<file path="config.mk">
export PLATFORM = sky130hd
export DESIGN_NAME = mult_arbiter
export DESIGN_NICKNAME = d
export VERILOG_FILES = /design/src/rtl/mult_arbiter.sv
export SDC_FILE = /design/constraint.sdc
export NUM_CORES = 1
export LEC_CHECK = 0
export BUFFER_PORTS_ARGS = -buffer_cell sky130_fd_sc_hd__buf_4
export CORE_MARGIN = 2
export CORE_UTILIZATION = 35
export CTS_CLUSTER_DIAMETER = 150
export DETAILED_ROUTE_END_ITERATION = 6
export PLACE_DENSITY = 0.71
export SYNTH_ARGS = -nofsm -noshare
export SYNTH_HDL_FRONTEND = slang
export SYNTH_SLANG_ARGS = --single-unit
</file>
<file path="constraint.sdc">
create_clock -name clk -period 2.5 [get_ports clk]
set_clock_uncertainty 0.2 [all_clocks]
set_input_delay 0 -clock clk [delete_from_list [all_inputs] [get_ports clk]]
set_output_delay 0 -clock clk [all_outputs]
set_load 0.01 [all_outputs]
</file>
<file path="src/rtl/mult_arbiter.sv">
// mult_arbiter: round-robin sharing of one multiplier among N requesters
module mult_arbiter #(
  parameter int WIDTH   = 8,
  parameter int N       = 4,
  parameter int TIMEOUT = 64
) (
  input  logic                 clk,
  input  logic                 rst,
  input  logic [N-1:0]         req,
  input  logic [N*WIDTH-1:0]   op_a,
  input  logic [N*WIDTH-1:0]   op_b,
  output logic [N-1:0]         gnt,
  output logic [N-1:0]         rsp_valid,
  output logic [2*WIDTH-1:0]   rsp_data,
  output logic                 rsp_err,
  output logic                 busy,
  output logic                 mul_en,
  output logic [WIDTH-1:0]     mul_a,
  output logic [WIDTH-1:0]     mul_b,
  input  logic [2*WIDTH-1:0]   mul_out,
  input  logic                 mul_done
);
  localparam int PW = $clog2(N);
  localparam int CW = TIMEOUT > 1 ? $clog2(TIMEOUT) : 1;
  localparam logic [CW-1:0] LAST = CW'(TIMEOUT - 1);
  typedef enum logic [1:0] {IDLE, RUN, RESP} state_t;
  state_t              r_state, w_next;
  logic [PW-1:0]       r_ptr, r_win, w_win;
  logic [CW-1:0]       r_cnt;
  logic [N-1:0]        r_gnt, r_valid;
  logic [2*WIDTH-1:0]  r_data;
  logic                r_err, r_en, w_fire;
  logic [WIDTH-1:0]    r_a, r_b;
  // scan downwards so the requester closest after r_ptr is written last and wins
  always_comb begin
    w_win = '0;
    for (int i = N - 1; i >= 0; i--)
      if (req[(int'(r_ptr) + i) % N]) w_win = PW'((int'(r_ptr) + i) % N);
  end
  assign w_fire = (TIMEOUT != 0) && (r_cnt == LAST);
  always_comb begin
    w_next = r_state == IDLE ? (|req ? RUN : IDLE)
           : r_state == RUN  ? ((mul_done || w_fire) ? RESP : RUN)
           : IDLE;
  end
  always_ff @(posedge clk) begin
    if (rst) r_state <= IDLE;
    else     r_state <= w_next;
  end
  always_ff @(posedge clk) begin
    if (rst) begin
      r_ptr   <= '0;
      r_win   <= '0;
      r_cnt   <= '0;
      r_gnt   <= '0;
      r_valid <= '0;
      r_data  <= '0;
      r_err   <= 1'b0;
      r_en    <= 1'b0;
      r_a     <= '0;
      r_b     <= '0;
    end else if (r_state == IDLE) begin
      if (|req) begin
        r_win <= w_win;
        r_gnt <= N'(1) << w_win;
        r_en  <= 1'b1;
        r_a   <= op_a[int'(w_win)*WIDTH +: WIDTH];
        r_b   <= op_b[int'(w_win)*WIDTH +: WIDTH];
      end
    end else if (r_state == RUN) begin
      r_cnt <= r_cnt + 1'b1;
      if (mul_done || w_fire) begin
        r_en    <= 1'b0;
        r_valid <= r_gnt;
        r_err   <= !mul_done;
        r_data  <= mul_done ? mul_out : '0;
      end
    end else begin
      r_gnt   <= '0;
      r_valid <= '0;
      r_err   <= 1'b0;
      r_cnt   <= '0;
      r_data  <= '0;
      r_a     <= '0;
      r_b     <= '0;
      r_ptr   <= r_win == PW'(N - 1) ? '0 : r_win + 1'b1;
    end
  end
  assign gnt       = r_gnt;
  assign rsp_valid = r_valid;
  assign rsp_data  = r_data;
  assign rsp_err   = r_err;
  assign busy      = r_state != IDLE;
  assign mul_en    = r_en;
  assign mul_a     = r_a;
  assign mul_b     = r_b;
endmodule

</file>
==> flow_results.xml, run 1 <==
<?xml version="1.0" encoding="UTF-8"?>
<metrics>
  <group name="run_status">
    <metric name="run_status" unit="">complete, no violations</metric>
  </group>
  <group name="sta">
    <metric name="achievable-frequency" unit="MHz">418.3</metric>
    <metric name="final_max_slew_viol_count" unit="">0</metric>
    <metric name="timing.max_slew.rel_slack" unit="%">52.84</metric>
    <metric name="final-setup-viol-count" unit="">0</metric>
    <metric name="final_worst_path_period_share" unit="%">95.62</metric>
    <metric name="post-route-min-period" unit="ns">2.391</metric>
    <metric name="rsz_0062_raised_after_global_routing" unit="">false</metric>
    <metric name="hold_violations" unit="">0</metric>
    <metric name="worst_pin_slew" unit="ns">0.7067</metric>
    <metric name="tns" unit="ns">0</metric>
  </group>
  <group name="floorplanning">
    <metric name="chipWidth" unit="um">90.11</metric>
    <metric name="start_util" unit="%">35.97</metric>
    <metric name="boundaryPins" unit="">130</metric>
    <metric name="placement_rows" unit="">31</metric>
    <metric name="core_region_area" unit="um2">7214</metric>
    <metric name="floorplan.die.height" unit="um">90.11</metric>
    <metric name="die_area" unit="um2">8119</metric>
  </group>
  <group name="synth">
    <metric name="synth.cell_area" unit="um2">2595</metric>
    <metric name="yosysSeqAreaShare" unit="%">41.66</metric>
    <metric name="yosys_warnings" unit="">0</metric>
    <metric name="synth_cells" unit="">286</metric>
    <metric name="ys.flop_type" unit="">sky130_fd_sc_hd__dfxtp_1</metric>
    <metric name="async_flop_share" unit="%">0</metric>
    <metric name="ffs_latches_synth" unit="">54</metric>
    <metric name="synth-edff-count" unit="">0</metric>
    <metric name="average_size_of_a_mapped_cell" unit="um2">9.073</metric>
    <metric name="syn_nets" unit="">375</metric>
    <metric name="ys_types" unit="">42</metric>
  </group>
  <group name="power">
    <metric name="power.share.combinational" unit="%">27.5</metric>
    <metric name="power.sequential.fraction" unit="%">42.2</metric>
    <metric name="total_leakage_power" unit="uW">0.002216</metric>
    <metric name="p_sw" unit="uW">599.5</metric>
    <metric name="intPower" unit="uW">1690</metric>
    <metric name="vdd.ir_drop.worst" unit="mV">0.2320</metric>
    <metric name="pwr_density_cell" unit="nW/um2">479.6</metric>
    <metric name="clock_power_share" unit="%">30.3</metric>
    <metric name="p_sw_share" unit="%">26.18</metric>
  </group>
  <group name="final_layout">
    <metric name="syn2layout_area_growth" unit="%">83.99</metric>
    <metric name="fin_area" unit="um2">4775</metric>
    <metric name="filler_cell_count" unit="">572</metric>
    <metric name="insertedDiodeCount" unit="">0</metric>
    <metric name="mostFrequentLayoutCells" unit="">sky130_fd_sc_hd__buf_4, sky130_fd_sc_hd__dlygate4sd3_1, sky130_fd_sc_hd__dfxtp_1, sky130_fd_sc_hd__nor2_1, sky130_fd_sc_hd__nand2_1</metric>
    <metric name="most_common_cell_after_layout_fill_and_taps_aside" unit="">sky130_fd_sc_hd__buf_4</metric>
    <metric name="drive_above_1_share" unit="%">31.82</metric>
    <metric name="fin_nets" unit="">594</metric>
  </group>
  <group name="global_routing">
    <metric name="number_of_global_route_vias_before_repair" unit="">2999</metric>
    <metric name="grt_util_overall" unit="%">21.18</metric>
    <metric name="grt_pass1_wl" unit="um">14130</metric>
    <metric name="number_of_antenna_violations_at_the_first_check_in_global_routing" unit="">0</metric>
    <metric name="grt-ovfl-total" unit="">0</metric>
    <metric name="grt_max_degree" unit="">33</metric>
  </group>
  <group name="drt">
    <metric name="drt-wirelength-per-cell" unit="um">14.44</metric>
    <metric name="final_ant_viol_nets" unit="">0</metric>
    <metric name="drt_pre_antenna_iters" unit="">4</metric>
    <metric name="detail_route.vias_per_cell" unit="">4.940</metric>
    <metric name="drt-initial-drc-count" unit="">148</metric>
    <metric name="post-route-drc-count" unit="">0</metric>
    <metric name="routed_wl" unit="um">8734</metric>
    <metric name="via_count" unit="">2989</metric>
  </group>
  <group name="placed_design">
    <metric name="place.port_buffers" unit="">129</metric>
    <metric name="placer_congestion_estimate" unit="">0.7596</metric>
    <metric name="place.detailed.hpwl" unit="um">5361</metric>
    <metric name="post_dp_cell_area" unit="um2">3615</metric>
  </group>
  <group name="hold_path">
    <metric name="timing.hold.worst.class" unit="">input pin to register</metric>
    <metric name="holdPathStages" unit="">5</metric>
    <metric name="min_delay_startpoint" unit="">req[1]</metric>
  </group>
  <group name="cts">
    <metric name="cts_tree" unit="">done</metric>
    <metric name="register_clock_pin_slew_on_the_reported_worst_setup_and_hold_paths" unit="ns">0.10</metric>
    <metric name="largest_buffer_count_on_any_clock_path" unit="">2</metric>
    <metric name="clk_root_buffer_cell" unit="">sky130_fd_sc_hd__clkbuf_8</metric>
    <metric name="cts_htree_levels" unit="">2</metric>
    <metric name="clock_latency" unit="ns">0.31</metric>
    <metric name="tritoncts.num_buffers" unit="">5</metric>
    <metric name="tritoncts_num_sinks" unit="">54</metric>
  </group>
  <group name="run">
    <metric name="max_cap_viol_count" unit="">0</metric>
  </group>
  <group name="critical_path">
    <metric name="crit_path_cell_count" unit="">5</metric>
    <metric name="worst_ep_arrival_time" unit="ns">2.39</metric>
    <metric name="crit_type" unit="">register to register</metric>
    <metric name="critPathMaxFanout" unit="">18</metric>
    <metric name="r2r_cells" unit="">5</metric>
    <metric name="critical_path.slowest_cell" unit="">sky130_fd_sc_hd__dlygate4sd3_1</metric>
    <metric name="timing.critical_path.max_delay_family" unit="">simple AND/OR/NAND/NOR gates</metric>
    <metric name="startpoint_type" unit="">register</metric>
    <metric name="worstSetupStartpoint" unit="">r_ptr[1]$_SDFFE_PP0P_</metric>
    <metric name="path_buf_inv" unit="">1</metric>
    <metric name="critical-path-max-stage-delay" unit="ns">0.60</metric>
    <metric name="worstPathCellList" unit="">or3b_1, nand2_8, mux2i_1, dlygate4sd3_1, o211ai_2</metric>
    <metric name="required" unit="ns">2.50</metric>
    <metric name="crit_path_end_kind" unit="">register</metric>
    <metric name="critical_path.reg2reg.startpoint" unit="">r_ptr[1]$_SDFFE_PP0P_</metric>
  </group>
</metrics>
==> per-layer routing <==
layer	up-vias	track usage [%]	part of all wire, %
met4	0	7.436	1.7
li1	1464	-	-
met2	135	37.03	50
met3	13	5.532	7.5
met1	1377	25.03	41
met5	-	0	0
==> worst register-to-register path: cells and delay by family (launching register included) <==
family / cells / cell delay, ns
flip-flops: 1 / 0.39
buffers and inverters: 1 / 0.60
multiplexers: 1 / 0.25
AO/OA/AOI/OAI: 1 / 0.08
AND/OR/NAND/NOR: 2 / 0.76
==> state kept, by name, summed over array words and instances (netlist names) <==
register   count
mul_a          8
rsp_err        1
r_win          2
mul_b          8
gnt            4
rsp_data      16
r_ptr          2
mul_en         1
r_state        2
rsp_valid      4
r_cnt          6
==> power by group through the flow <==
stage / combinational (uW) / sequential [uW] / clock [uW]
6_report: 630 / 966 / 693
5_1_grt: 682 / 976 / 738
4_1_cts: 613 / 965 / 710
3_5_place_dp: 486 / 983 / 0
3_3_place_gp: 477 / 982 / 0
2_1_floorplan: 237 / 996 / 0
==> cell usage after synthesis, types with 2 or more instances <==
| cell | n | area, um2 |
|---|---|---|
| sky130_fd_sc_hd__nor2b_1 | 2 | 12.51 |
| sky130_fd_sc_hd__mux2i_1 | 20 | 200.2 |
| sky130_fd_sc_hd__o21ai_1 | 14 | 70.07 |
| sky130_fd_sc_hd__o211ai_1 | 6 | 45.04 |
| sky130_fd_sc_hd__xor2_1 | 3 | 26.28 |
| sky130_fd_sc_hd__dfxtp_1 | 54 | 1081 |
| sky130_fd_sc_hd__o21bai_1 | 2 | 15.01 |
| sky130_fd_sc_hd__nand3b_1 | 4 | 30.03 |
| sky130_fd_sc_hd__and3_1 | 16 | 100.1 |
| sky130_fd_sc_hd__or3_1 | 3 | 18.77 |
| sky130_fd_sc_hd__a21boi_0 | 16 | 120.1 |
| sky130_fd_sc_hd__a21oi_1 | 10 | 50.05 |
| sky130_fd_sc_hd__o21ai_0 | 3 | 15.01 |
| sky130_fd_sc_hd__clkbuf_1 | 13 | 48.80 |
| sky130_fd_sc_hd__o211ai_2 | 10 | 125.1 |
| sky130_fd_sc_hd__a22o_1 | 4 | 35.03 |
| sky130_fd_sc_hd__nand2b_1 | 2 | 12.51 |
| sky130_fd_sc_hd__inv_1 | 2 | 7.510 |
| sky130_fd_sc_hd__nor2_1 | 29 | 108.9 |
| sky130_fd_sc_hd__and2_1 | 4 | 25.02 |
| sky130_fd_sc_hd__nand4_1 | 2 | 12.51 |
| sky130_fd_sc_hd__nand3_1 | 3 | 15.01 |
| sky130_fd_sc_hd__ha_1 | 2 | 25.02 |
| sky130_fd_sc_hd__buf_2 | 7 | 35.03 |
| sky130_fd_sc_hd__nand2_1 | 23 | 86.33 |
| sky130_fd_sc_hd__a22oi_1 | 16 | 120.1 |
==> worst paths after layout <==
check,to,slack (ns)
worst max-delay path,mul_a[5]$_SDFFE_PP0P_,0.11
worst min-delay path,gnt[2]$_SDFFE_PP0P_,0.01
worst max register to register,mul_a[5]$_SDFFE_PP0P_,0.11
worst min register to register,r_win[1]$_SDFFE_PP0P_,0.27
==> area by class of cell <==
class	instances	area, um2	area share (%)
Timing Repair Buffer	234	2011	42.11
Multi-Input combinational cell	208	1413	29.59
Sequential cell	54	1082	22.67
Tap cell	99	123.9	2.594
Clock buffer	5	68.82	1.441
Clock inverter	3	68.82	1.441
Inverter	2	7.507	0.1572
==> per-stage QoR <==
stage	util, %	std cells	hold slack [ns]	worst slack, ns	power (uW)
after floorplan	-	286	-0.09991	0.6332	1233
after global placement	50.10	497	0.008311	0.4693	1459
after detailed placement	50.10	497	0.01256	0.3552	1469
after CTS	65.89	605	0.01033	0.04867	2289
after global routing	66.18	605	0.03374	0.002243	2396
final	66.18	605	0.009815	0.1095	2290
==> kinds of logic after synthesis <==
kind of cell	count (synthesis)	share of synthesized area, %
simple gates	93	17.89
compound gates	89	25.89
flops	54	41.66
buf+inv	24	4.532
mux	20	7.714
xor+xnor	4	1.350
fa+ha+maj	2	0.9642
==> repair_timing <==
item	in CTS	in global routing
resized for setup	0	7
hold buffers	100	0
setup endpoints to repair	0	32
buffers inserted	0	0
hold endpoints to repair	44	0
Power figures use the tool's default switching activity.
==> run 2, diff against run 1 <==
- ABC_AREA: not set -> 1
- PLACE_DENSITY: 0.71 -> 0.69
- SLEW_MARGIN: not set -> 25
==> flow_results.xml, run 2 <==
<?xml version="1.0" encoding="UTF-8"?>
<metrics>
  <group name="final_layout">
    <metric name="syn2layout_area_growth" unit="%">66.40</metric>
    <metric name="mostFrequentLayoutCells" unit="">sky130_fd_sc_hd__nand2_1, sky130_fd_sc_hd__buf_4, sky130_fd_sc_hd__dlygate4sd3_1, sky130_fd_sc_hd__dfxtp_1, sky130_fd_sc_hd__nand3_1</metric>
    <metric name="fin_nets" unit="">730</metric>
    <metric name="filler_cell_count" unit="">725</metric>
    <metric name="most_common_cell_after_layout_fill_and_taps_aside" unit="">sky130_fd_sc_hd__nand2_1</metric>
    <metric name="drive_above_1_share" unit="%">32.24</metric>
    <metric name="fin_area" unit="um2">5001</metric>
    <metric name="flip_flop_count_of_the_largest_register_all_copies_and_words_added" unit="">16</metric>
  </group>
  <group name="sta">
    <metric name="final_max_slew_viol_count" unit="">0</metric>
    <metric name="tns" unit="ns">0</metric>
    <metric name="timing.max_slew.rel_slack" unit="%">59.86</metric>
    <metric name="post-route-min-period" unit="ns">2.329</metric>
    <metric name="final_worst_path_period_share" unit="%">93.14</metric>
    <metric name="setup_slack" unit="ns">0.1714</metric>
    <metric name="worst_pin_slew" unit="ns">0.6022</metric>
    <metric name="hold_violations" unit="">0</metric>
    <metric name="final-setup-viol-count" unit="">0</metric>
    <metric name="hold_slack" unit="ns">0.001367</metric>
    <metric name="rsz_0062_raised_after_global_routing" unit="">true</metric>
    <metric name="achievable-frequency" unit="MHz">429.4</metric>
  </group>
  <group name="floorplanning">
    <metric name="chipWidth" unit="um">96.67</metric>
    <metric name="floorplan.die.height" unit="um">96.67</metric>
    <metric name="boundaryPins" unit="">130</metric>
    <metric name="die_area" unit="um2">9344</metric>
    <metric name="core_region_area" unit="um2">8258</metric>
    <metric name="placement_rows" unit="">33</metric>
    <metric name="start_util" unit="%">36.39</metric>
  </group>
  <group name="synth">
    <metric name="yosys_warnings" unit="">0</metric>
    <metric name="yosys.cell_count.top_type" unit="">sky130_fd_sc_hd__nand2_1</metric>
    <metric name="synth_fa_ha_area_share" unit="%">0.8326</metric>
    <metric name="synth.cell_area" unit="um2">3005</metric>
    <metric name="yosysSeqAreaShare" unit="%">35.97</metric>
    <metric name="dominant_combinational_cell_family_by_area_after_synthesis" unit="">simple AND/OR/NAND/NOR gates</metric>
    <metric name="syn_nets" unit="">525</metric>
    <metric name="synthXorXnorAreaFrac" unit="%">0.2914</metric>
    <metric name="ys.flop_type" unit="">sky130_fd_sc_hd__dfxtp_1</metric>
    <metric name="ys_types" unit="">37</metric>
    <metric name="average_size_of_a_mapped_cell" unit="um2">6.893</metric>
    <metric name="synth_cells" unit="">436</metric>
    <metric name="synth.largest_area_cell" unit="">sky130_fd_sc_hd__dfxtp_1</metric>
    <metric name="most_area_consuming_cells_after_synthesis" unit="">sky130_fd_sc_hd__dfxtp_1, sky130_fd_sc_hd__nand2_1, sky130_fd_sc_hd__nand3_1, sky130_fd_sc_hd__nand2_2, sky130_fd_sc_hd__a21oi_1</metric>
    <metric name="synth-compound-area-share" unit="%">12.41</metric>
    <metric name="yosys-mux-area-fraction" unit="%">0</metric>
    <metric name="yosys.area_share.simple" unit="%">42.01</metric>
    <metric name="ffs_latches_synth" unit="">54</metric>
    <metric name="async_flop_share" unit="%">0</metric>
    <metric name="synth-edff-count" unit="">0</metric>
    <metric name="synth_common_cells" unit="">sky130_fd_sc_hd__nand2_1, sky130_fd_sc_hd__dfxtp_1, sky130_fd_sc_hd__nand3_1</metric>
    <metric name="synth_top_cell_area_share" unit="%">35.97</metric>
  </group>
  <group name="drt">
    <metric name="drt-wirelength-per-cell" unit="um">13.85</metric>
    <metric name="detail_route.vias_per_cell" unit="">4.840</metric>
    <metric name="post-route-drc-count" unit="">0</metric>
    <metric name="drt_pre_antenna_iters" unit="">4</metric>
    <metric name="via_count" unit="">3620</metric>
    <metric name="final_ant_viol_nets" unit="">0</metric>
    <metric name="drt-initial-drc-count" unit="">128</metric>
    <metric name="routed_wl" unit="um">10360</metric>
  </group>
  <group name="power">
    <metric name="power.share.combinational" unit="%">35.3</metric>
    <metric name="clock_power_share" unit="%">25.3</metric>
    <metric name="p_sw_share" unit="%">32.25</metric>
    <metric name="pwr_density_cell" unit="nW/um2">495.9</metric>
    <metric name="p_sw" unit="uW">799.9</metric>
    <metric name="power.sequential.fraction" unit="%">39.4</metric>
    <metric name="intPower" unit="uW">1680</metric>
    <metric name="vdd.ir_drop.worst" unit="mV">0.2646</metric>
    <metric name="total_leakage_power" unit="uW">0.002379</metric>
  </group>
  <group name="cts">
    <metric name="clock_latency" unit="ns">0.31</metric>
    <metric name="tritoncts_num_sinks" unit="">54</metric>
    <metric name="cts_tree" unit="">done</metric>
    <metric name="largest_buffer_count_on_any_clock_path" unit="">2</metric>
    <metric name="register_clock_pin_slew_on_the_reported_worst_setup_and_hold_paths" unit="ns">0.10</metric>
    <metric name="cts_htree_levels" unit="">2</metric>
    <metric name="clk_root_buffer_cell" unit="">sky130_fd_sc_hd__clkbuf_8</metric>
    <metric name="tritoncts.num_buffers" unit="">5</metric>
  </group>
  <group name="critical_path">
    <metric name="crit_type" unit="">register to register</metric>
    <metric name="required" unit="ns">2.50</metric>
    <metric name="startpoint_type" unit="">register</metric>
    <metric name="crit_path_end_kind" unit="">register</metric>
    <metric name="worst_ep_arrival_time" unit="ns">2.33</metric>
    <metric name="critPathMaxFanout" unit="">21</metric>
  </group>
  <group name="global_routing">
    <metric name="global_route.usage.met2" unit="%">40.01</metric>
    <metric name="groute.layer.met1.usage" unit="%">24.48</metric>
    <metric name="grt_pass1_wl" unit="um">16970</metric>
    <metric name="grt-ovfl-total" unit="">0</metric>
    <metric name="number_of_global_route_vias_before_repair" unit="">3574</metric>
    <metric name="number_of_antenna_violations_at_the_first_check_in_global_routing" unit="">1</metric>
    <metric name="grt_max_degree" unit="">48</metric>
    <metric name="grt_util_overall" unit="%">21.75</metric>
    <metric name="use_met3" unit="%">3.685</metric>
    <metric name="gr-max-usage-layer" unit="">met2</metric>
  </group>
  <group name="placed_design">
    <metric name="place.port_buffers" unit="">129</metric>
    <metric name="post_dp_cell_area" unit="um2">4006</metric>
    <metric name="dp_slack" unit="ns">0.1920</metric>
    <metric name="placer_congestion_estimate" unit="">0.7944</metric>
    <metric name="place.detailed.hpwl" unit="um">6348</metric>
  </group>
  <group name="hold_path">
    <metric name="timing.hold.worst.class" unit="">input pin to register</metric>
  </group>
  <group name="run_status">
    <metric name="run_status" unit="">complete, no violations</metric>
  </group>
  <group name="run">
    <metric name="max_cap_viol_count" unit="">0</metric>
  </group>
</metrics>
-- run 2: cell types whose count changed in the layout (fill, tap and decap cells not counted), moves of 16 or more --
| cell | delta |
|---|---|
| sky130_fd_sc_hd__a21boi_0 | -16 |
| sky130_fd_sc_hd__a21oi_2 | +16 |
| sky130_fd_sc_hd__inv_1 | +17 |
| sky130_fd_sc_hd__nand2_2 | +32 |
| sky130_fd_sc_hd__nand3_1 | +39 |
| sky130_fd_sc_hd__nand2_1 | +146 |
| sky130_fd_sc_hd__mux2i_1 | -20 |
| sky130_fd_sc_hd__a21oi_1 | +18 |
-- run 2: final cells by class --
| type | instances | area (um2) | share of cell area, % |
|---|---|---|---|
| Timing Repair Buffer | 222 | 1898 | 37.95 |
| Multi-Input combinational cell | 335 | 1677 | 33.53 |
| Sequential cell | 54 | 1082 | 21.64 |
| Tap cell | 105 | 131.4 | 2.627 |
| Inverter | 23 | 88.84 | 1.776 |
| Clock buffer | 6 | 82.58 | 1.651 |
| Clock inverter | 2 | 38.79 | 0.7756 |
| Antenna cell | 1 | 2.502 | 0.05004 |
-- run 2: critical path, stage by stage (launching register included) --
cell and delay, ns:
sky130_fd_sc_hd__dfxtp_1 0.39, sky130_fd_sc_hd__ha_1 0.20, sky130_fd_sc_hd__nand3_1 0.13, sky130_fd_sc_hd__nor3_2 0.17, sky130_fd_sc_hd__nor2_1 0.09, sky130_fd_sc_hd__nand2_1 0.08, sky130_fd_sc_hd__nand2_1 0.07, sky130_fd_sc_hd__buf_6 0.17
sky130_fd_sc_hd__nand2_1 0.07, sky130_fd_sc_hd__a21oi_1 0.06, sky130_fd_sc_hd__dlygate4sd3_1 0.59
-- run 2: cells by family after synthesis --
family / count (synthesis)
compound gates: 55
buf+inv: 47
flops: 54
fa+ha+maj: 2
xor+xnor: 1
simple gates: 277
-- run 2: metrics by stage --
step	power (uW)	instances	util, %
3_3_place_gp	1739	653	48.52
2_1_floorplan	1479	436	-
6_report	2480	748	60.56
4_1_cts	2479	747	60.41
3_5_place_dp	1752	653	48.52
5_1_grt	2628	748	60.56
-- run 2: metal layers --
metal  up-vias  routed length (um)
li1       1815                   -
met1      1652                4103
met2       123                5431
met3        30                 424
met4         0                 397
met5         -                   0
-- run 2: power by group through the flow --
stage / sequential [uW] / combinational [uW] / clock, uW
after CTS: 976 / 865 / 637
after detailed placement: 995 / 758 / 0
after global placement: 994 / 745 / 0
after global routing: 986 / 962 / 681
final: 977 / 875 / 628
after floorplan: 1010 / 471 / 0
-- run 2: what timing repair did --
item | in CTS | in global routing
setup buffers | 0 | 0
hold buffers | 86 | 0
hold endpoints to repair | 37 | 0
endpoints found under the setup margin | 0 | 20
gates resized for setup | 0 | 3
-- run 2: worst paths after layout --
check        cells past startpoint                  endpoint  slack (ns)             startpoint
max                             10  rsp_data[7]$_SDFFE_PP0P_        0.17  r_cnt[0]$_SDFFE_PP0N_
min                              7     mul_a[4]$_SDFFE_PP0P_       0.001               op_a[20]
max reg2reg                     10  rsp_data[7]$_SDFFE_PP0P_        0.17  r_cnt[0]$_SDFFE_PP0N_
min reg2reg                      2       mul_en$_SDFFE_PP0P_        0.27    mul_en$_SDFFE_PP0P_
==> run 3, diff against run 2 <==
- CORE_UTILIZATION: 35 -> 48
- PLACE_DENSITY: 0.69 -> 0.88
- SKIP_LAST_GASP: not set -> 1
==> flow_results.xml, run 3 (synthesis results as in run 2) <==
<?xml version="1.0" encoding="UTF-8"?>
<metrics>
  <group name="global_routing">
    <metric name="grt_pass1_wl" unit="um">20240</metric>
    <metric name="number_of_global_route_vias_before_repair" unit="">4216</metric>
    <metric name="grt-ovfl-total" unit="">0</metric>
    <metric name="grt_util_overall" unit="%">36.05</metric>
    <metric name="grt_max_degree" unit="">48</metric>
    <metric name="number_of_antenna_violations_at_the_first_check_in_global_routing" unit="">2</metric>
  </group>
  <group name="floorplanning">
    <metric name="chipWidth" unit="um">83.13</metric>
    <metric name="boundaryPins" unit="">130</metric>
    <metric name="die_area" unit="um2">6910</metric>
    <metric name="placement_rows" unit="">28</metric>
    <metric name="floorplan.die.height" unit="um">83.13</metric>
    <metric name="core_region_area" unit="um2">5991</metric>
    <metric name="start_util" unit="%">50.17</metric>
  </group>
  <group name="sta">
    <metric name="timing.max_slew.rel_slack" unit="%">60.29</metric>
    <metric name="final-setup-viol-count" unit="">0</metric>
    <metric name="worst_pin_slew" unit="ns">0.5956</metric>
    <metric name="final_max_slew_viol_count" unit="">0</metric>
    <metric name="hold_violations" unit="">0</metric>
    <metric name="hold_slack" unit="ns">0.02865</metric>
    <metric name="achievable-frequency" unit="MHz">414.9</metric>
    <metric name="tns" unit="ns">0</metric>
    <metric name="post-route-min-period" unit="ns">2.410</metric>
    <metric name="setup_slack" unit="ns">0.08983</metric>
    <metric name="final_worst_path_period_share" unit="%">96.41</metric>
  </group>
  <group name="power">
    <metric name="total_leakage_power" unit="uW">0.002310</metric>
    <metric name="vdd.ir_drop.worst" unit="mV">0.3457</metric>
    <metric name="pwr_density_cell" unit="nW/um2">499.4</metric>
    <metric name="fin_total_pwr" unit="uW">2411</metric>
  </group>
  <group name="cts">
    <metric name="postCtsSetupBuffers" unit="">0</metric>
    <metric name="tritoncts_num_sinks" unit="">54</metric>
    <metric name="register_clock_pin_slew_on_the_reported_worst_setup_and_hold_paths" unit="ns">0.11</metric>
    <metric name="clock_latency" unit="ns">0.32</metric>
    <metric name="tritoncts.num_buffers" unit="">5</metric>
    <metric name="largest_buffer_count_on_any_clock_path" unit="">2</metric>
    <metric name="cts_tree" unit="">done</metric>
    <metric name="clk_root_buffer_cell" unit="">sky130_fd_sc_hd__clkbuf_8</metric>
    <metric name="cts_htree_levels" unit="">2</metric>
  </group>
  <group name="critical_path">
    <metric name="required" unit="ns">2.57</metric>
    <metric name="critPathMaxFanout" unit="">22</metric>
    <metric name="critical-path-max-stage-delay" unit="ns">0.56</metric>
    <metric name="crit_type" unit="">register to register</metric>
    <metric name="worst_ep_arrival_time" unit="ns">2.48</metric>
    <metric name="critical_path.reg2reg.startpoint" unit="">r_state[1]$_SDFF_PP0_</metric>
    <metric name="worstPathCellList" unit="">nor2_1, inv_1, nor2_1, buf_4, inv_1, a21oi_1, dlygate4sd3_1</metric>
    <metric name="crit-reg2reg-capture" unit="">r_state[0]$_SDFF_PP0_</metric>
    <metric name="critical_path.slowest_cell" unit="">sky130_fd_sc_hd__dlygate4sd3_1</metric>
    <metric name="r2r_cells" unit="">7</metric>
    <metric name="reg2reg_slack" unit="ns">0.09</metric>
    <metric name="crit_path_end_kind" unit="">register</metric>
    <metric name="startpoint_type" unit="">register</metric>
  </group>
  <group name="placed_design">
    <metric name="dp_slack" unit="ns">0.2129</metric>
    <metric name="place.detailed.hpwl" unit="um">6299</metric>
    <metric name="place.port_buffers" unit="">129</metric>
    <metric name="placer_congestion_estimate" unit="">0.8189</metric>
  </group>
  <group name="final_layout">
    <metric name="filler_cell_count" unit="">326</metric>
    <metric name="area.sequential" unit="um2">1082</metric>
    <metric name="most_common_cell_after_layout_fill_and_taps_aside" unit="">sky130_fd_sc_hd__nand2_1</metric>
    <metric name="drive_above_1_share" unit="%">32.23</metric>
    <metric name="syn2layout_area_growth" unit="%">60.66</metric>
    <metric name="mostFrequentLayoutCells" unit="">sky130_fd_sc_hd__nand2_1, sky130_fd_sc_hd__buf_4, sky130_fd_sc_hd__dlygate4sd3_1, sky130_fd_sc_hd__dfxtp_1, sky130_fd_sc_hd__nand3_1</metric>
    <metric name="flip_flop_count_of_the_largest_register_all_copies_and_words_added" unit="">16</metric>
    <metric name="multi_input_comb_area" unit="um2">1672</metric>
    <metric name="fin_nets" unit="">722</metric>
  </group>
  <group name="hold_path">
    <metric name="timing.hold.worst.class" unit="">input pin to register</metric>
    <metric name="min_delay_startpoint" unit="">op_b[2]</metric>
    <metric name="holdPathStages" unit="">7</metric>
    <metric name="timing.hold.worst_endpoint" unit="">mul_b[2]$_SDFFE_PP0P_</metric>
  </group>
  <group name="drt">
    <metric name="final_ant_viol_nets" unit="">0</metric>
    <metric name="drt-initial-drc-count" unit="">320</metric>
    <metric name="via_count" unit="">4079</metric>
    <metric name="drt-wirelength-per-cell" unit="um">18.06</metric>
    <metric name="post-route-drc-count" unit="">1</metric>
    <metric name="drt_pre_antenna_iters" unit="">7</metric>
    <metric name="detail_route.vias_per_cell" unit="">5.745</metric>
    <metric name="routed_wl" unit="um">12820</metric>
  </group>
  <group name="run_status">
    <metric name="failed_checks" unit="">design-rule violations</metric>
    <metric name="run_status" unit="">complete, but fails checks</metric>
  </group>
  <group name="run">
    <metric name="max_cap_viol_count" unit="">0</metric>
  </group>
</metrics>
## run 3: timing repair
action	CTS	global route
endpoints found under the setup margin	0	17
hold buffers	79	0
hold endpoints to repair	39	0
resized for setup	0	2
## run 3: layout make-up
type / count / share of cell area, %
antenna: 2 / 0.1037
clock buffer: 5 / 1.425
clock inverter: 2 / 0.2850
inverter: 23 / 1.840
multi-input combinational: 335 / 34.62
sequential: 54 / 22.42
tap: 75 / 1.944
timing repair buffer: 214 / 37.37
## run 3: routing by layer
metal	track usage (%)	wire, um	share of wire, %
met4	26.38	1000	7.8
met3	8.052	1102	8.6
met5	0	0	0
met1	36.86	4330	34
met2	64.00	6387	50
## run 3: worst max-delay path, delay by kind of cell, from the launching register on
kind                   cells  cell delay, ns
buffers and inverters      4            1.16
AND/OR/NAND/NOR            2            0.41
flip-flops                 1            0.41
AO/OA/AOI/OAI              1            0.18
## run 3: through the flow
stage / util [%] / cells / instance area [um2]
3_3_place_gp: 65.87 / 622 / 3946
2_1_floorplan: - / 436 / 3005
4_1_cts: 80.45 / 708 / 4820
3_5_place_dp: 65.87 / 622 / 3946
6_report: 80.60 / 710 / 4828
5_1_grt: 80.60 / 710 / 4828
## run 3: worst max-delay path by stage
stage	slack, ns	depth (start not counted)	endpoint	start
2_1_floorplan	0.72	16	mul_a[3]$_SDFFE_PP0P_	r_ptr[0]$_SDFFE_PP0P_
3_3_place_gp	0.30	13	mul_a[7]$_SDFFE_PP0P_	r_ptr[0]$_SDFFE_PP0P_
3_5_place_dp	0.21	13	mul_a[0]$_SDFFE_PP0P_	r_ptr[0]$_SDFFE_PP0P_
4_1_cts	0.12	13	mul_a[0]$_SDFFE_PP0P_	r_ptr[0]$_SDFFE_PP0P_
5_1_grt	-0.01	7	r_state[0]$_SDFF_PP0_	r_state[1]$_SDFF_PP0_
6_report	0.09	7	r_state[0]$_SDFF_PP0_	r_state[1]$_SDFF_PP0_
## run 3: where the power goes
part | leakage (uW) | internal [uW] | total, uW | switching, uW
Sequential | 0.000442 | 927 | 979 | 51.8
Clock | 0.0000444 | 195 | 505 | 310
Combinational | 0.00182 | 409 | 927 | 518
Total | 0.00231 | 1530 | 2410 | 880
